File: config.mk
export PLATFORM = sky130hd
export DESIGN_NAME = ktc32
export DESIGN_NICKNAME = d
export VERILOG_FILES = /design/src/rtl/ktc32_pkg.sv /design/src/rtl/ktc32_alu.sv /design/src/rtl/ktc32.sv
export SDC_FILE = /design/constraint.sdc
export NUM_CORES = 2
export LEC_CHECK = 0
export BUFFER_PORTS_ARGS = -buffer_cell sky130_fd_sc_hd__buf_2
export CAP_MARGIN = 10
export CORE_UTILIZATION = 66
export CTS_BUF_LIST = sky130_fd_sc_hd__clkbuf_8
export CTS_CLUSTER_DIAMETER = 30
export CTS_CLUSTER_SIZE = 20
export DETAILED_ROUTE_END_ITERATION = 10
export HOLD_SLACK_MARGIN = 0.03
export PLACE_DENSITY = 0.81
export SYNTH_ARGS = -nofsm -noshare
export SYNTH_HDL_FRONTEND = slang
export SYNTH_SLANG_ARGS = --single-unit
File: constraint.sdc
create_clock -name clk -period 55.4 [get_ports clk]
set_input_delay 13.85 -clock clk [delete_from_list [all_inputs] [get_ports clk]]
set_output_delay 13.85 -clock clk [all_outputs]
set_load 0.005 [all_outputs]
File: src/rtl/ktc32_pkg.sv
// Shared constants, state encoding and helpers for the KTC32 multicycle CPU.
package ktc32_pkg;

    localparam int XLEN  = 32;
    localparam int NREGS = 32;

    localparam logic [5:0] OP_RTYPE = 6'h00;
    localparam logic [5:0] OP_J     = 6'h02;
    localparam logic [5:0] OP_BEQ   = 6'h04;
    localparam logic [5:0] OP_BNE   = 6'h05;
    localparam logic [5:0] OP_ADDI  = 6'h08;
    localparam logic [5:0] OP_LW    = 6'h23;
    localparam logic [5:0] OP_SW    = 6'h2B;

    localparam logic [5:0] F_MUL = 6'h18;
    localparam logic [5:0] F_ADD = 6'h20;
    localparam logic [5:0] F_SUB = 6'h22;
    localparam logic [5:0] F_AND = 6'h24;
    localparam logic [5:0] F_OR  = 6'h25;
    localparam logic [5:0] F_XOR = 6'h26;
    localparam logic [5:0] F_SLT = 6'h2A;

    typedef enum logic [3:0] {
        S_FETCH, S_DECODE, S_EXEC, S_ALUWB, S_MEMADR,
        S_MEMRD, S_MEMWB, S_MEMWR, S_BRANCH, S_JUMP
    } state_t;

    typedef enum logic [2:0] {
        ALU_ADD, ALU_SUB, ALU_AND, ALU_OR, ALU_XOR, ALU_SLT, ALU_MUL
    } aluop_t;

    function automatic logic [XLEN-1:0] sext16(input logic [15:0] v);
        return {{(XLEN-16){v[15]}}, v};
    endfunction

endpackage

File: src/rtl/ktc32_alu.sv
// Combinational ALU for KTC32. MUL is present only when KTC32_MUL_EN is defined.
module ktc32_alu
    import ktc32_pkg::*;
(
    input  logic [31:0] a,
    input  logic [31:0] b,
    input  logic [2:0]  op,
    output logic [31:0] y
);

    logic signed [31:0] sa;
    logic signed [31:0] sb;

    assign sa = a;
    assign sb = b;

    always_comb begin
        y = '0;
        case (op)
            ALU_ADD: y = a + b;
            ALU_SUB: y = a - b;
            ALU_AND: y = a & b;
            ALU_OR:  y = a | b;
            ALU_XOR: y = a ^ b;
            ALU_SLT: y = {31'd0, (sa < sb)};
`ifdef KTC32_MUL_EN
            ALU_MUL: y = a * b;
`endif
            default: y = '0;
        endcase
    end

endmodule

File: src/rtl/ktc32.sv
// KTC32 multicycle CPU: FSM, register file and datapath around one shared memory port.
// Optional R-type MUL (funct 0x18) is enabled by defining KTC32_MUL_EN.
module ktc32
    import ktc32_pkg::*;
#(
    parameter logic [31:0] RESET_PC = 32'h0000_0000
) (
    input  logic        clk,
    input  logic        reset,
    input  logic [31:0] rd,
    output logic        memwrite,
    output logic [31:0] addr,
    output logic [31:0] wd
);

    state_t      state;
    state_t      nstate;
    logic [31:0] pc;
    logic [31:0] ir;
    logic [31:0] a_q;
    logic [31:0] b_q;
    logic [31:0] wd_q;
    logic [31:0] aluout;
    logic [31:0] mdr;
    aluop_t      aluop_q;
    aluop_t      dec_aluop;
    logic        rtype_ok;
    logic [31:0] alu_y;
    logic [31:0] regs [NREGS];

    logic [5:0]  op;
    logic [4:0]  rdi;
    logic [4:0]  rs1;
    logic [4:0]  rs2;
    logic [5:0]  funct;
    logic [31:0] imm;

    assign op    = ir[31:26];
    assign rdi   = ir[25:21];
    assign rs1   = ir[20:16];
    assign rs2   = ir[15:11];
    assign funct = ir[5:0];
    assign imm   = sext16(ir[15:0]);
    assign wd    = wd_q;

    ktc32_alu u_alu (
        .a  (a_q),
        .b  (b_q),
        .op (aluop_q),
        .y  (alu_y)
    );

    // Undefined funct codes fall back to NOP by sending DECODE straight to FETCH.
    always_comb begin
        dec_aluop = ALU_ADD;
        rtype_ok  = 1'b0;
        if (op == OP_RTYPE) begin
            case (funct)
                F_ADD: begin rtype_ok = 1'b1; dec_aluop = ALU_ADD; end
                F_SUB: begin rtype_ok = 1'b1; dec_aluop = ALU_SUB; end
                F_AND: begin rtype_ok = 1'b1; dec_aluop = ALU_AND; end
                F_OR:  begin rtype_ok = 1'b1; dec_aluop = ALU_OR;  end
                F_XOR: begin rtype_ok = 1'b1; dec_aluop = ALU_XOR; end
                F_SLT: begin rtype_ok = 1'b1; dec_aluop = ALU_SLT; end
                F_MUL: begin
`ifdef KTC32_MUL_EN
                    rtype_ok  = 1'b1;
                    dec_aluop = ALU_MUL;
`else
                    rtype_ok  = 1'b0;
`endif
                end
                default: rtype_ok = 1'b0;
            endcase
        end
    end

    always_ff @(posedge clk or posedge reset) begin
        if (reset) state <= S_FETCH;
        else       state <= nstate;
    end

    always_comb begin
        nstate   = state;
        memwrite = 1'b0;
        addr     = pc;
        case (state)
            S_FETCH:  nstate = S_DECODE;
            S_DECODE: begin
                case (op)
                    OP_RTYPE:       nstate = rtype_ok ? S_EXEC : S_FETCH;
                    OP_ADDI:        nstate = S_EXEC;
                    OP_LW, OP_SW:   nstate = S_MEMADR;
                    OP_BEQ, OP_BNE: nstate = S_BRANCH;
                    OP_J:           nstate = S_JUMP;
                    default:        nstate = S_FETCH;
                endcase
            end
            S_EXEC:   nstate = S_ALUWB;
            S_ALUWB:  nstate = S_FETCH;
            S_MEMADR: nstate = (op == OP_LW) ? S_MEMRD : S_MEMWR;
            S_MEMRD: begin
                addr   = aluout;
                nstate = S_MEMWB;
            end
            S_MEMWB:  nstate = S_FETCH;
            S_MEMWR: begin
                addr     = aluout;
                memwrite = 1'b1;
                nstate   = S_FETCH;
            end
            S_BRANCH: nstate = S_FETCH;
            S_JUMP:   nstate = S_FETCH;
            default:  nstate = S_FETCH;
        endcase
    end

    // PC already holds PC_of_instr+4 once FETCH completes, so branch and jump build on it.
    always_ff @(posedge clk or posedge reset) begin
        if (reset) begin
            pc      <= RESET_PC;
            ir      <= '0;
            a_q     <= '0;
            b_q     <= '0;
            wd_q    <= '0;
            aluout  <= '0;
            mdr     <= '0;
            aluop_q <= ALU_ADD;
            for (int i = 0; i < NREGS; i++) regs[i] <= '0;
        end else begin
            case (state)
                S_FETCH: begin
                    ir <= rd;
                    pc <= pc + 32'd4;
                end
                S_DECODE: begin
                    a_q     <= regs[rs1];
                    b_q     <= (op == OP_RTYPE) ? regs[rs2] : imm;
                    wd_q    <= regs[rdi];
                    aluop_q <= dec_aluop;
                end
                S_EXEC, S_MEMADR: aluout <= alu_y;
                S_ALUWB: if (rdi != 5'd0) regs[rdi] <= aluout;
                S_MEMRD: mdr <= rd;
                S_MEMWB: if (rdi != 5'd0) regs[rdi] <= mdr;
                S_BRANCH: begin
                    if ((wd_q == a_q) == (op == OP_BEQ))
                        pc <= pc + {b_q[29:0], 2'b00};
                end
                S_JUMP: pc <= {pc[31:28], ir[25:0], 2'b00};
                default: ;
            endcase
        end
    end

endmodule

==> results_dict.tcl <==
set metrics [dict create \
    port-buffer-count 98 \
    hold_path.class "reg -> reg" \
    place_congestion 1.01 \
    r2r_slack_ns 49.75 \
    yosysWarnings 0 \
    rsz0062_at_grt "false" \
    grt-ovfl-total 0 \
    syn_to_final_growth_pct 9.46 \
    grt_pass1_wl_um 402000 \
    fmax_mhz 59.0 \
    root_buffer "clkbuf_8" \
    grt_pass1_vias 63800 \
    ys_types 91 \
    required_ns 56.33 \
    end_kind "async pin" \
    irDropWorstVdd_v 0.0000489 \
    timing.final.crit_share_pct 30.6 \
    max_slew_margin_pct 12.1 \
    finalPower_w 0.00511 \
    die_w_um 343 \
    worstPathArrival_ns 17.88 \
    dr.pass1.iters 11 \
    violations "design-rule violations" \
    slew_violations 0 \
    drive_above_1_share_pct 26.7 \
    min_from "regs[1000]" \
    setup_viol 0 \
    cts_htree_levels 4 \
    dpl.hpwl_um 164000 \
    die_h_um 343 \
    regToRegStartpoint "ir[16]" \
    cts_buffer_depth 3 \
    min_to "regs[1000]" \
    wl_per_cell_um 32.6 \
    tightest_slew_ns 1.32 \
    vias_per_cell 7.63 \
    status "finished with violations" \
    initial_core_util_pct 66.8 \
    start_kind "primary input" \
    ys_seq_area_share_pct 41.0 \
    power_density_mw_per_mm2 61.0 \
    synth_seq_cells 1253 \
    clk_latency_ns 0.99 \
    tritoncts "built" \
    layout_common_cells "dfrtp_1 (1237), mux4_2 (918), nand2_1 (750)" \
    drt-total-wl_um 272000 \
    drv_cap 0 \
    vias 63700 \
    syn_avg_cell_area_um2 11.2 \
    drtAntennaViolNets 0 \
    nNetsFinal 6783 \
    numCtsBuffers 238 \
    drcViolationCount 22 \
    grt_start_max_net_pins 168 \
    io_pins 99 \
    period_minus_slack_ns 16.96 \
    final_common_cell "dfrtp_1" \
    fin_skew_ns 0.0835 \
    syn_area_mm2 0.0766 \
    core_mm2 0.115 \
    grtUsageTotal_pct 47.0 \
    path_class "in -> async" \
    synth_nets 6989 \
    rows 124 \
    synth_edf_count 0 \
    die_area_mm2 0.117 \
    drt-initial-drc-count 10800 \
    clock_sinks 1253 \
    hold_viol 0 \
    hold_slack_ns 0.418 \
    p_leak_nw 35.6 \
    tns_ns 0 \
    clk_pin_slew_worst_paths_ns 0.06 \
    postCtsHoldBufs 0 \
    post_cts_buffers 0 \
    timing.rr.end "a_q[9]" \
    dominantRegCellSynth "dfrtp_1" \
    whs_path_depth 0 \
    cts_resized 0 \
    antenna_found_initial 32 \
    path_max_fanout 156 \
    ys_async_sr_fraction_pct 100 \
    syn_inst 6819 \
    worst_r2r_path_depth 7 \
]
[report_power, final]
group	switching, W	internal, W
Combinational	0.00136	0.00101
Clock	0.000471	0.000644
Sequential	0.000426	0.00120
[cell usage after synthesis, types with 6 or more instances]
master     instances  area (um^2)
and2_1            11         68.8
nor4_1            14         87.6
inv_1            113          424
and3_1            42          263
nor3b_1           11         82.6
clkbuf_1         473         1780
o31ai_1           16          120
o221ai_1          11         96.3
a211oi_1          14          105
ha_1             133         1660
o21a_1            14          105
buf_1             82          308
a22oi_1           48          360
o211ai_1          20          150
nand2b_1          16          100
mux4_2           918        20700
a21boi_0           6         45.0
a31oi_1           40          250
o21ai_1           10         50.1
o21ai_0          641         3210
dfrtp_1         1253        31400
nor2b_1           15         93.8
nor3_1            46          230
mux2_2           111         1250
nand3_1           39          195
o22ai_1           15         93.8
a221oi_1          24          210
a21o_1            23          173
a2bb2oi_1          6         52.6
or3_1             11         68.8
buf_2            127          636
nor2_1           713         2680
nand2_1          760         2850
xnor2_1           29          254
xor2_1            44          385
o21bai_1          21          158
a211o_1           18          158
nand4_1           17          106
a21oi_1          698         3490
mux2i_1          105         1050
or4_1              6         45.0
[logic make-up (layout without fill, tap and decap cells)]
kind of cell / after synthesis / count (layout) / synth area share (%)
flops: 1253 / 1253 / 41.0
compound gates: 1691 / 1691 / 12.4
buf+inv: 800 / 800 / 4.13
fa+ha+maj: 136 / 136 / 2.25
xor+xnor: 73 / 73 / 0.835
mux: 1135 / 1135 / 30.0
simple gates: 1731 / 1731 / 9.38
other cells: 0 / 11 / 0
[registers in the layout (all words and copies together) (netlist names)]
register / flops
b_q: 32
a_q: 32
aluop_q: 3
state: 4
pc: 30
regs: 1024
aluout: 32
ir: 32
mdr: 32
wd: 32
[worst max-delay path by stage]
stage                            to  startpoint  slack [ns]
after floorplan              a_q[0]       reset        6.24
after global placement    regs[571]       reset       37.47
after detailed placement  regs[603]       reset       37.42
after CTS                 regs[794]       reset       38.37
after global routing      regs[219]       reset       37.91
final                      regs[90]       reset       38.44
[routing by layer]
layer | wire length (um) | track usage [%] | vias to the layer above
li1 | - | - | 25100
met1 | 86600 | 56.9 | 31200
met2 | 118000 | 67.5 | 5735
met3 | 43000 | 20.4 | 1653
met4 | 23400 | 33.6 | 44
met5 | 537 | 1.68 | -
[worst max-delay path, cell delays in order]
cell and delay [ns]:
buf_2 0.13, inv_8 0.59, buf_12 0.61, buf_12 0.64, buf_4 0.79, buf_4 0.87
[through the flow]
stage,worst slack [ns],cells,util (%),area (um^2)
global route,37.91,8333,73.1,83800
CTS,38.37,8331,73.1,83800
floorplan,6.24,6819,-,76600
detailed placement,37.42,7885,67.9,77900
finish,38.44,8342,73.1,83800
global placement,37.47,7885,67.9,77900
[final cells by class]
type / instances / area (um^2)
Multi-Input combinational cell: 4766 / 42500
Sequential cell: 1253 / 31400
Fill cell: 7181 / 30900
Clock buffer: 265 / 3650
Clock inverter: 181 / 2230
Tap cell: 1512 / 1890
Timing Repair Buffer: 237 / 1670
Inverter: 117 / 448
Antenna cell: 11 / 27.5
No activity file was read; power rests on OpenSTA's default activity.
